`config.mk`:
```
export PLATFORM = sky130hd
export DESIGN_NAME = seven_seg_scan_flat
export DESIGN_NICKNAME = d
export VERILOG_FILES = /design/src/rtl/seven_seg_scan_pkg.sv /design/src/rtl/seven_seg_scan_if.sv /design/src/rtl/seven_seg.sv /design/src/rtl/seven_seg_scan.sv /design/src/flat_wrapper.sv
export SDC_FILE = /design/constraint.sdc
export NUM_CORES = 1
export LEC_CHECK = 0
export ABC_AREA = 0
export BUFFER_PORTS_ARGS = -buffer_cell sky130_fd_sc_hd__buf_2
export CAP_MARGIN = 20
export CORE_MARGIN = 8
export CORE_UTILIZATION = 35
export CTS_CLUSTER_DIAMETER = 100
export DETAILED_ROUTE_END_ITERATION = 10
export SETUP_SLACK_MARGIN = 0.2
export SLEW_MARGIN = 40
export SYNTH_ARGS = -nofsm -noshare
export SYNTH_HDL_FRONTEND = slang
export SYNTH_SLANG_ARGS = --single-unit
export TNS_END_PERCENT = 30
```
`constraint.sdc`:
```
create_clock -name clk -period 2.48 [get_ports clk]
set_input_delay 0.372 -clock clk [delete_from_list [all_inputs] [get_ports clk]]
set_output_delay 0.372 -clock clk [all_outputs]
set_load 0.005 [all_outputs]
```
`src/rtl/seven_seg_scan_pkg.sv`:
```
// rtl/seven_seg_scan_pkg.sv - shared types and constants for the seven-segment scanner
package seven_seg_scan_pkg;

  typedef enum logic {
    GUARD = 1'b0,
    DRIVE = 1'b1
  } scan_state_t;

  localparam logic [7:0] SEG_DARK = 8'hFF;

endpackage

```
`src/rtl/seven_seg_scan_if.sv`:
```
// rtl/seven_seg_scan_if.sv - load handshake and display bus of the seven-segment scanner
interface seven_seg_scan_if #(
  parameter int NUM_DIGITS = 4
);
  logic [4*NUM_DIGITS-1:0] hex_in;
  logic [NUM_DIGITS-1:0]   blank_in;
  logic [NUM_DIGITS-1:0]   dp_in;
  logic                    load;
  logic                    load_ack;
  logic                    blink_en;
  logic [7:0]              segments_n;
  logic [NUM_DIGITS-1:0]   digit_n;
  logic                    frame_done;

  modport master (
    output hex_in, blank_in, dp_in, load, blink_en,
    input  load_ack, segments_n, digit_n, frame_done
  );

  modport slave (
    input  hex_in, blank_in, dp_in, load, blink_en,
    output load_ack, segments_n, digit_n, frame_done
  );
endinterface

```
`src/rtl/seven_seg.sv`:
```
// rtl/seven_seg.sv - hex nibble to active-low g..a segment decoder
module seven_seg (
  input  logic [3:0] hex,
  output logic [6:0] seg_n
);
  always_comb begin
    case (hex)
      4'h0: seg_n = 7'h40;
      4'h1: seg_n = 7'h79;
      4'h2: seg_n = 7'h24;
      4'h3: seg_n = 7'h30;
      4'h4: seg_n = 7'h19;
      4'h5: seg_n = 7'h12;
      4'h6: seg_n = 7'h02;
      4'h7: seg_n = 7'h78;
      4'h8: seg_n = 7'h00;
      4'h9: seg_n = 7'h10;
      4'hA: seg_n = 7'h08;
      4'hB: seg_n = 7'h03;
      4'hC: seg_n = 7'h46;
      4'hD: seg_n = 7'h21;
      4'hE: seg_n = 7'h06;
      default: seg_n = 7'h0E;
    endcase
  end
endmodule

```
`src/rtl/seven_seg_scan.sv`:
```
// rtl/seven_seg_scan.sv - time-multiplexed common-anode display scanner with
// frame-synchronous loading, leading-zero suppression and blinking
module seven_seg_scan
  import seven_seg_scan_pkg::*;
#(
  parameter int NUM_DIGITS   = 4,
  parameter int DWELL_CYCLES = 50000,
  parameter int GUARD_CYCLES = 500,
  parameter int BLINK_FRAMES = 100,
  parameter int LZS_EN       = 1
) (
  input logic              clk,
  input logic              rst_n,
  seven_seg_scan_if.slave  bus
);
  localparam int IDX_W   = $clog2(NUM_DIGITS);
  localparam int CNT_MAX = (DWELL_CYCLES > GUARD_CYCLES) ? DWELL_CYCLES : GUARD_CYCLES;
  localparam int CNT_W   = (CNT_MAX > 1) ? $clog2(CNT_MAX) : 1;
  localparam int BLK_W   = (BLINK_FRAMES > 1) ? $clog2(BLINK_FRAMES) : 1;

  localparam logic [CNT_W-1:0] DWELL_LAST = CNT_W'(DWELL_CYCLES - 1);
  localparam logic [CNT_W-1:0] GUARD_LAST = CNT_W'(GUARD_CYCLES - 1);
  localparam logic [IDX_W-1:0] IDX_LAST   = IDX_W'(NUM_DIGITS - 1);
  localparam logic [BLK_W-1:0] BLK_LAST   = BLK_W'(BLINK_FRAMES - 1);

  scan_state_t             state;
  logic [IDX_W-1:0]        idx;
  logic [CNT_W-1:0]        cnt;
  logic [4*NUM_DIGITS-1:0] pend_hex, act_hex;
  logic [NUM_DIGITS-1:0]   pend_blank, act_blank, pend_dp, act_dp;
  logic                    pend_flag, act_valid;
  logic [BLK_W-1:0]        blk_cnt;
  logic                    blink_phase;
  logic [7:0]              seg_q;
  logic [NUM_DIGITS-1:0]   dig_q;
  logic                    ack_q, fd_q;
  logic [3:0]              nibble;
  logic [6:0]              dec_seg;
  logic [NUM_DIGITS-1:0]   lzs_dark;
  logic                    seen_nonzero;
  logic                    digit_lit;
  logic                    boundary;

  seven_seg u_dec (
    .hex   (nibble),
    .seg_n (dec_seg)
  );

  // Leading digits stay dark until the first nonzero one; digit 0 always shows.
  always_comb begin
    lzs_dark     = '0;
    seen_nonzero = 1'b0;
    for (int i = NUM_DIGITS - 1; i > 0; i--) begin
      if (act_hex[4*i +: 4] != 4'd0) seen_nonzero = 1'b1;
      lzs_dark[i] = (LZS_EN != 0) && !seen_nonzero;
    end
  end

  always_comb begin
    nibble    = act_hex[4*int'(idx) +: 4];
    digit_lit = act_valid && !act_blank[idx] && !lzs_dark[idx] && !(bus.blink_en && blink_phase);
    boundary  = (state == DRIVE) && (cnt == DWELL_LAST) && (idx == IDX_LAST);
  end

  always_ff @(posedge clk or negedge rst_n) begin
    if (!rst_n) begin
      state <= GUARD;
      idx   <= '0;
      cnt   <= '0;
      seg_q <= SEG_DARK;
      dig_q <= '1;
      ack_q <= 1'b0;
      fd_q  <= 1'b0;
    end else begin
      ack_q <= 1'b0;
      fd_q  <= 1'b0;
      case (state)
        GUARD: begin
          if (cnt == GUARD_LAST) begin
            state <= DRIVE;
            cnt   <= '0;
            if (digit_lit) begin
              dig_q <= ~(NUM_DIGITS'(1) << idx);
              seg_q <= {~act_dp[idx], dec_seg};
            end else begin
              dig_q <= '1;
              seg_q <= SEG_DARK;
            end
          end else begin
            cnt <= cnt + 1'b1;
          end
        end
        default: begin
          if (cnt == DWELL_LAST) begin
            state <= GUARD;
            cnt   <= '0;
            dig_q <= '1;
            seg_q <= SEG_DARK;
            idx   <= (idx == IDX_LAST) ? '0 : idx + 1'b1;
            fd_q  <= boundary;
            ack_q <= boundary && pend_flag;
          end else begin
            cnt <= cnt + 1'b1;
          end
        end
      endcase
    end
  end

  // The boundary consumes the old pending value before a coincident load lands.
  always_ff @(posedge clk or negedge rst_n) begin
    if (!rst_n) begin
      pend_hex    <= '0;
      pend_blank  <= '0;
      pend_dp     <= '0;
      pend_flag   <= 1'b0;
      act_hex     <= '0;
      act_blank   <= '0;
      act_dp      <= '0;
      act_valid   <= 1'b0;
      blk_cnt     <= '0;
      blink_phase <= 1'b0;
    end else begin
      if (boundary && pend_flag) begin
        act_hex   <= pend_hex;
        act_blank <= pend_blank;
        act_dp    <= pend_dp;
        act_valid <= 1'b1;
      end
      if (bus.load) begin
        pend_hex   <= bus.hex_in;
        pend_blank <= bus.blank_in;
        pend_dp    <= bus.dp_in;
        pend_flag  <= 1'b1;
      end else if (boundary) begin
        pend_flag <= 1'b0;
      end
      if (!bus.blink_en) begin
        blk_cnt     <= '0;
        blink_phase <= 1'b0;
      end else if (boundary) begin
        if (blk_cnt == BLK_LAST) begin
          blk_cnt     <= '0;
          blink_phase <= ~blink_phase;
        end else begin
          blk_cnt <= blk_cnt + 1'b1;
        end
      end
    end
  end

  assign bus.segments_n = seg_q;
  assign bus.digit_n    = dig_q;
  assign bus.load_ack   = ack_q;
  assign bus.frame_done = fd_q;

endmodule

```
`src/flat_wrapper.sv`:
```
// flat-port wrapper written by rule: the top's interface ports become plain ports
module seven_seg_scan_flat import seven_seg_scan_pkg::*;
#(
  parameter int NUM_DIGITS   = 4,
  parameter int DWELL_CYCLES = 50000,
  parameter int GUARD_CYCLES = 500,
  parameter int BLINK_FRAMES = 100,
  parameter int LZS_EN       = 1
)
  (clk, rst_n, bus_hex_in, bus_blank_in, bus_dp_in, bus_load, bus_blink_en, bus_load_ack, bus_segments_n, bus_digit_n, bus_frame_done);
  seven_seg_scan_if #(.NUM_DIGITS(NUM_DIGITS)) bus_i ();
  input logic clk;
  input logic rst_n;
  input wire logic [$bits(bus_i.hex_in)-1:0] bus_hex_in;
  input wire logic [$bits(bus_i.blank_in)-1:0] bus_blank_in;
  input wire logic [$bits(bus_i.dp_in)-1:0] bus_dp_in;
  input wire logic [$bits(bus_i.load)-1:0] bus_load;
  input wire logic [$bits(bus_i.blink_en)-1:0] bus_blink_en;
  output wire logic [$bits(bus_i.load_ack)-1:0] bus_load_ack;
  output wire logic [$bits(bus_i.segments_n)-1:0] bus_segments_n;
  output wire logic [$bits(bus_i.digit_n)-1:0] bus_digit_n;
  output wire logic [$bits(bus_i.frame_done)-1:0] bus_frame_done;
  assign bus_i.hex_in = bus_hex_in;
  assign bus_i.blank_in = bus_blank_in;
  assign bus_i.dp_in = bus_dp_in;
  assign bus_i.load = bus_load;
  assign bus_i.blink_en = bus_blink_en;
  assign bus_load_ack = bus_i.load_ack;
  assign bus_segments_n = bus_i.segments_n;
  assign bus_digit_n = bus_i.digit_n;
  assign bus_frame_done = bus_i.frame_done;
  seven_seg_scan #(.NUM_DIGITS(NUM_DIGITS), .DWELL_CYCLES(DWELL_CYCLES), .GUARD_CYCLES(GUARD_CYCLES), .BLINK_FRAMES(BLINK_FRAMES), .LZS_EN(LZS_EN)) u_core (.clk(clk), .rst_n(rst_n), .bus(bus_i));
endmodule
```
==> impl_results.html <==
<table>
<tr><th>Metric</th><th>Value</th></tr>
<tr><th colspan="2">Worst hold path</th></tr>
<tr><td>Classification of the worst-slack hold path</td><td>in -&gt; async</td></tr>
<tr><th colspan="2">Floorplan</th></tr>
<tr><td>Die boundary width</td><td>126 um</td></tr>
<tr><td>Core area</td><td>~12000 um2</td></tr>
<tr><td>Starting density of the core</td><td>between 30 and 40%</td></tr>
<tr><td>Die Outline Area</td><td>approximately 16000 um2</td></tr>
<tr><td>Placement row count</td><td>40</td></tr>
<tr><td>Die extent in y</td><td>roughly 130 um</td></tr>
<tr><td>Top Ports</td><td>between 40 and 50</td></tr>
<tr><th colspan="2">Route</th></tr>
<tr><td>Starting DRC count in detailed routing</td><td>around 180</td></tr>
<tr><td>Detailed-route DRC error count</td><td>0</td></tr>
<tr><td>Detailed-route via count</td><td>roughly 2800</td></tr>
<tr><td>Ratio of routed vias to standard cells</td><td>approximately 5.2</td></tr>
<tr><td>Number of nets still failing antenna checks after routing</td><td>0</td></tr>
<tr><td>Average wire per standard cell</td><td>15.6 um</td></tr>
<tr><td>Total detailed-routing wirelength</td><td>8450 um</td></tr>
<tr><td>Pre-antenna DRT Iters</td><td>4</td></tr>
<tr><th colspan="2">Final layout</th></tr>
<tr><td>Footprint of the flip-flops and latches</td><td>~2300 um2</td></tr>
<tr><td>Share of final-layout standard cells stronger than drive strength 1</td><td>a little under two fifths</td></tr>
<tr><td>Growth of design area from synthesis to finish</td><td>17.6%</td></tr>
<tr><td>Final #Nets</td><td>roughly 430</td></tr>
<tr><td>Number of fill cells</td><td>between 1000 and 1500</td></tr>
<tr><td>Leading cell type in the layout, fill and taps excluded</td><td>dfrtp_1</td></tr>
<tr><td>Number of antenna cells inserted</td><td>0</td></tr>
<tr><td>Finished layout cell area</td><td>between 4000 and 5000 um2</td></tr>
<tr><td>Most frequent cells in the layout</td><td>dfrtp_1 (77), mux2_2 (48), buf_2 (40)</td></tr>
<tr><td>Multi-input combinational cell area</td><td>1820 um2</td></tr>
<tr><th colspan="2">Power</th></tr>
<tr><td>Power density over cell area</td><td>584 nW/um2</td></tr>
<tr><td>Peak ir drop on the vdd network</td><td>between 200 and 300 uV</td></tr>
<tr><td>Leakage component of the power</td><td>~2.2 nW</td></tr>
<tr><th colspan="2">Global routing</th></tr>
<tr><td>Total global routing overflow</td><td>0</td></tr>
<tr><td>Number of global-route vias before repair</td><td>2832</td></tr>
<tr><td>Maximum number of pins on one net before global-route repair</td><td>50</td></tr>
<tr><td>Aggregate global-route resource usage</td><td>11.4%</td></tr>
<tr><td>Number of antenna violations at the first check in global routing</td><td>0</td></tr>
<tr><td>First-pass GRT wire length</td><td>roughly 15000 um</td></tr>
<tr><th colspan="2">Clock network</th></tr>
<tr><td>Post-CTS Hold Buffers</td><td>0</td></tr>
<tr><td>Clock transition at the register clock pins on the worst setup and hold paths after CTS</td><td>~0.06 ns</td></tr>
<tr><td>Number of buffers created by CTS</td><td>9</td></tr>
<tr><td>Number of buffers on the longest clock path</td><td>2</td></tr>
<tr><td>Count of clock tree sinks</td><td>slightly above 90</td></tr>
<tr><td>Clock tree root buffer cell</td><td>clkbuf_16</td></tr>
<tr><td>Latest clock arrival within the worst-skew pair</td><td>0.34 ns</td></tr>
<tr><td>Count of H-tree levels built during CTS</td><td>3</td></tr>
<tr><td>Clock tree from TritonCTS</td><td>yes</td></tr>
<tr><th colspan="2">Run status</th></tr>
<tr><td>Result of the run</td><td>complete, no violations</td></tr>
<tr><th colspan="2">Logic synthesis</th></tr>
<tr><td>Number of distinct library cells after synthesis</td><td>48</td></tr>
<tr><td>Share of async-settable or async-resettable flops after synthesis</td><td>100%</td></tr>
<tr><td>Synthesized area per cell</td><td>12.5 um2</td></tr>
<tr><td>Number of warnings reported in the yosys synthesis log</td><td>0</td></tr>
<tr><td>Number of nets produced by synthesis</td><td>between 300 and 400</td></tr>
<tr><td>Sequential fraction of the synthesis area</td><td>between 50% and 60%</td></tr>
<tr><td>Number of register bits inferred by synthesis</td><td>91</td></tr>
<tr><td>Top FF cell, synth</td><td>dfrtp_1</td></tr>
<tr><td>Number of synthesized flops with an enable pin</td><td>0</td></tr>
<tr><td>Synthesized cell area</td><td>approximately 4200 um2</td></tr>
<tr><td>Number of instances in the synthesized netlist</td><td>about 340</td></tr>
<tr><th colspan="2">Timing</th></tr>
<tr><td>Worst rel slew slack</td><td>between 40% and 50%</td></tr>
<tr><td>Maximum clock rate</td><td>around 0.45 GHz</td></tr>
<tr><td>Endpoints failing hold</td><td>0</td></tr>
<tr><td>Unrepaired setup endpoints after global routing</td><td>true</td></tr>
<tr><td>Setup violation total in the final timing report</td><td>0</td></tr>
<tr><td>Fin Setup TNS</td><td>0 ns</td></tr>
<tr><td>Worst clock skew on the final layout</td><td>around 0.0073 ns</td></tr>
<tr><td>Measured slew at the worst slew-check pin</td><td>approximately 0.8 ns</td></tr>
<tr><td>Final worst-path cycle share</td><td>89.1%</td></tr>
<tr><td>Number of slew-limit violations in the final report</td><td>0</td></tr>
<tr><td>Final critical-path required period</td><td>2.21 ns</td></tr>
<tr><th colspan="2">Setup path</th></tr>
<tr><td>Register-to-Register Setup Slack</td><td>0.27 ns</td></tr>
<tr><td>Kind of end point of the critical path</td><td>register</td></tr>
<tr><td>Crit path launch type</td><td>register</td></tr>
<tr><td>Critical Path RT</td><td>2.70 ns</td></tr>
<tr><td>Critical-path maximum fanout</td><td>25</td></tr>
<tr><td>Worst endpoint data arrival time</td><td>2.43 ns</td></tr>
<tr><td>Path type of the worst setup path</td><td>reg -&gt; reg</td></tr>
<tr><th colspan="2">Placement</th></tr>
<tr><td>Final weighted congestion of routability-driven global placement</td><td>0.805</td></tr>
<tr><td>Placed instance area</td><td>around 4600 um2</td></tr>
<tr><td>Half-perimeter wire length after placement</td><td>between 6000 and 7000 um</td></tr>
<tr><td>Count of input and output buffers</td><td>41</td></tr>
<tr><th colspan="2">Flow run</th></tr>
<tr><td>Max Cap Viol</td><td>0</td></tr>
</table>
sequential cells by signal, indices dropped and copies added (netlist names), 2 cells and up:
signal / flops
u_core.pend_blank: 4
u_core.act_dp: 4
u_core.pend_dp: 4
u_core.idx: 2
u_core.bus.segments_n: 8
u_core.cnt: 16
u_core.act_hex: 16
u_core.bus.digit_n: 4
u_core.pend_hex: 16
u_core.blk_cnt: 7
u_core.act_blank: 4
synthesized netlist by cell type (4+ instances only):
library cell / count / area (um2)
inv_1: 14 / 52.6
clkbuf_1: 6 / 22.5
mux2_2: 48 / 541
mux4_2: 7 / 158
nand4_1: 4 / 25.0
buf_4: 5 / 37.5
dfstp_2: 12 / 315
nor4_1: 4 / 25.0
ha_1: 12 / 150
dfrtp_1: 79 / 1980
nand3_1: 11 / 55.1
and3_1: 6 / 37.5
o21ai_0: 10 / 50.1
a21oi_1: 5 / 25.0
a2bb2oi_1: 12 / 105
xnor2_1: 7 / 61.3
xor2_1: 7 / 61.3
nor2_1: 21 / 78.8
nand2_1: 21 / 78.8
final timing paths:
path                                       start                  endpoint  depth (start not counted)
worst max-delay path               u_core.cnt[7]         u_core.act_hex[9]                          5
min in group clk                 bus_blank_in[1]      u_core.pend_blank[1]                          2
worst max register to register     u_core.cnt[7]         u_core.act_hex[9]                          5
worst min-delay path                       rst_n         u_core.blk_cnt[1]                          1
max in group asynchronous                  rst_n  u_core.bus.segments_n[4]                          2
worst min register to register  u_core.act_valid          u_core.act_valid                          2
cell type report:
type / instances / area share (%)
Inverter: 14 / 1.06
Clock buffer: 9 / 4.54
Multi-Input combinational cell: 218 / 36.7
Tap cell: 147 / 3.71
Timing Repair Buffer: 55 / 6.82
Clock inverter: 7 / 0.884
Sequential cell: 91 / 46.3
metal layers:
layer,vias to the layer above,routed length [um],GRT usage (%)
met5,-,0,0
met4,0,195,5.80
met3,13,294,2.70
met2,53,3790,16.7
met1,1412,4180,15.3
li1,1329,-,-
per-stage QoR:
stage / util, % / hold slack (ns) / worst slack [ns] / std cells / total power [mW]
floorplan: - / 0.0764 / 0.281 / 336 / 1.62
global placement: 39.1 / 0.412 / 0.319 / 521 / 1.68
detailed placement: 39.1 / 0.414 / 0.281 / 521 / 1.69
CTS: 41.4 / 0.0491 / 0.270 / 537 / 2.95
global route: 41.8 / 0.0726 / 0.163 / 541 / 3.02
finish: 41.8 / 0.0207 / 0.271 / 541 / 2.90
power breakdown:
| group | switching [mW] | internal [mW] |
|---|---|---|
| Sequential | 0.0228 | 1.52 |
| Combinational | 0.0554 | 0.0559 |
| Clock | 0.563 | 0.674 |
| Total | 0.641 | 2.26 |
cells by family (layout without fill, tap and decap cells):
logic type | count (synthesis) | in the layout | synth area share [%]
compound gates | 43 | 43 | 7.36
xor+xnor | 14 | 14 | 2.91
fa+ha+maj | 12 | 12 | 3.56
buf+inv | 27 | 85 | 2.88
flops | 91 | 91 | 54.4
mux | 56 | 56 | 16.8
simple gates | 93 | 93 | 12.1
what timing repair did:
item | 4_1_cts | 5_1_grt
setup endpoints to repair | 0 | 43
gates resized for setup | 0 | 6
endpoints found under the hold margin | 0 | 0
setup buffers | 0 | 4
worst max-delay path: stages (launching register included):
cell	delay, ns
dfrtp_2	0.45
or4bb_4	0.56
nor4_4	0.28
and3_1	0.25
buf_12	0.19
mux2_2	0.35
Power figures use the tool's default switching activity.
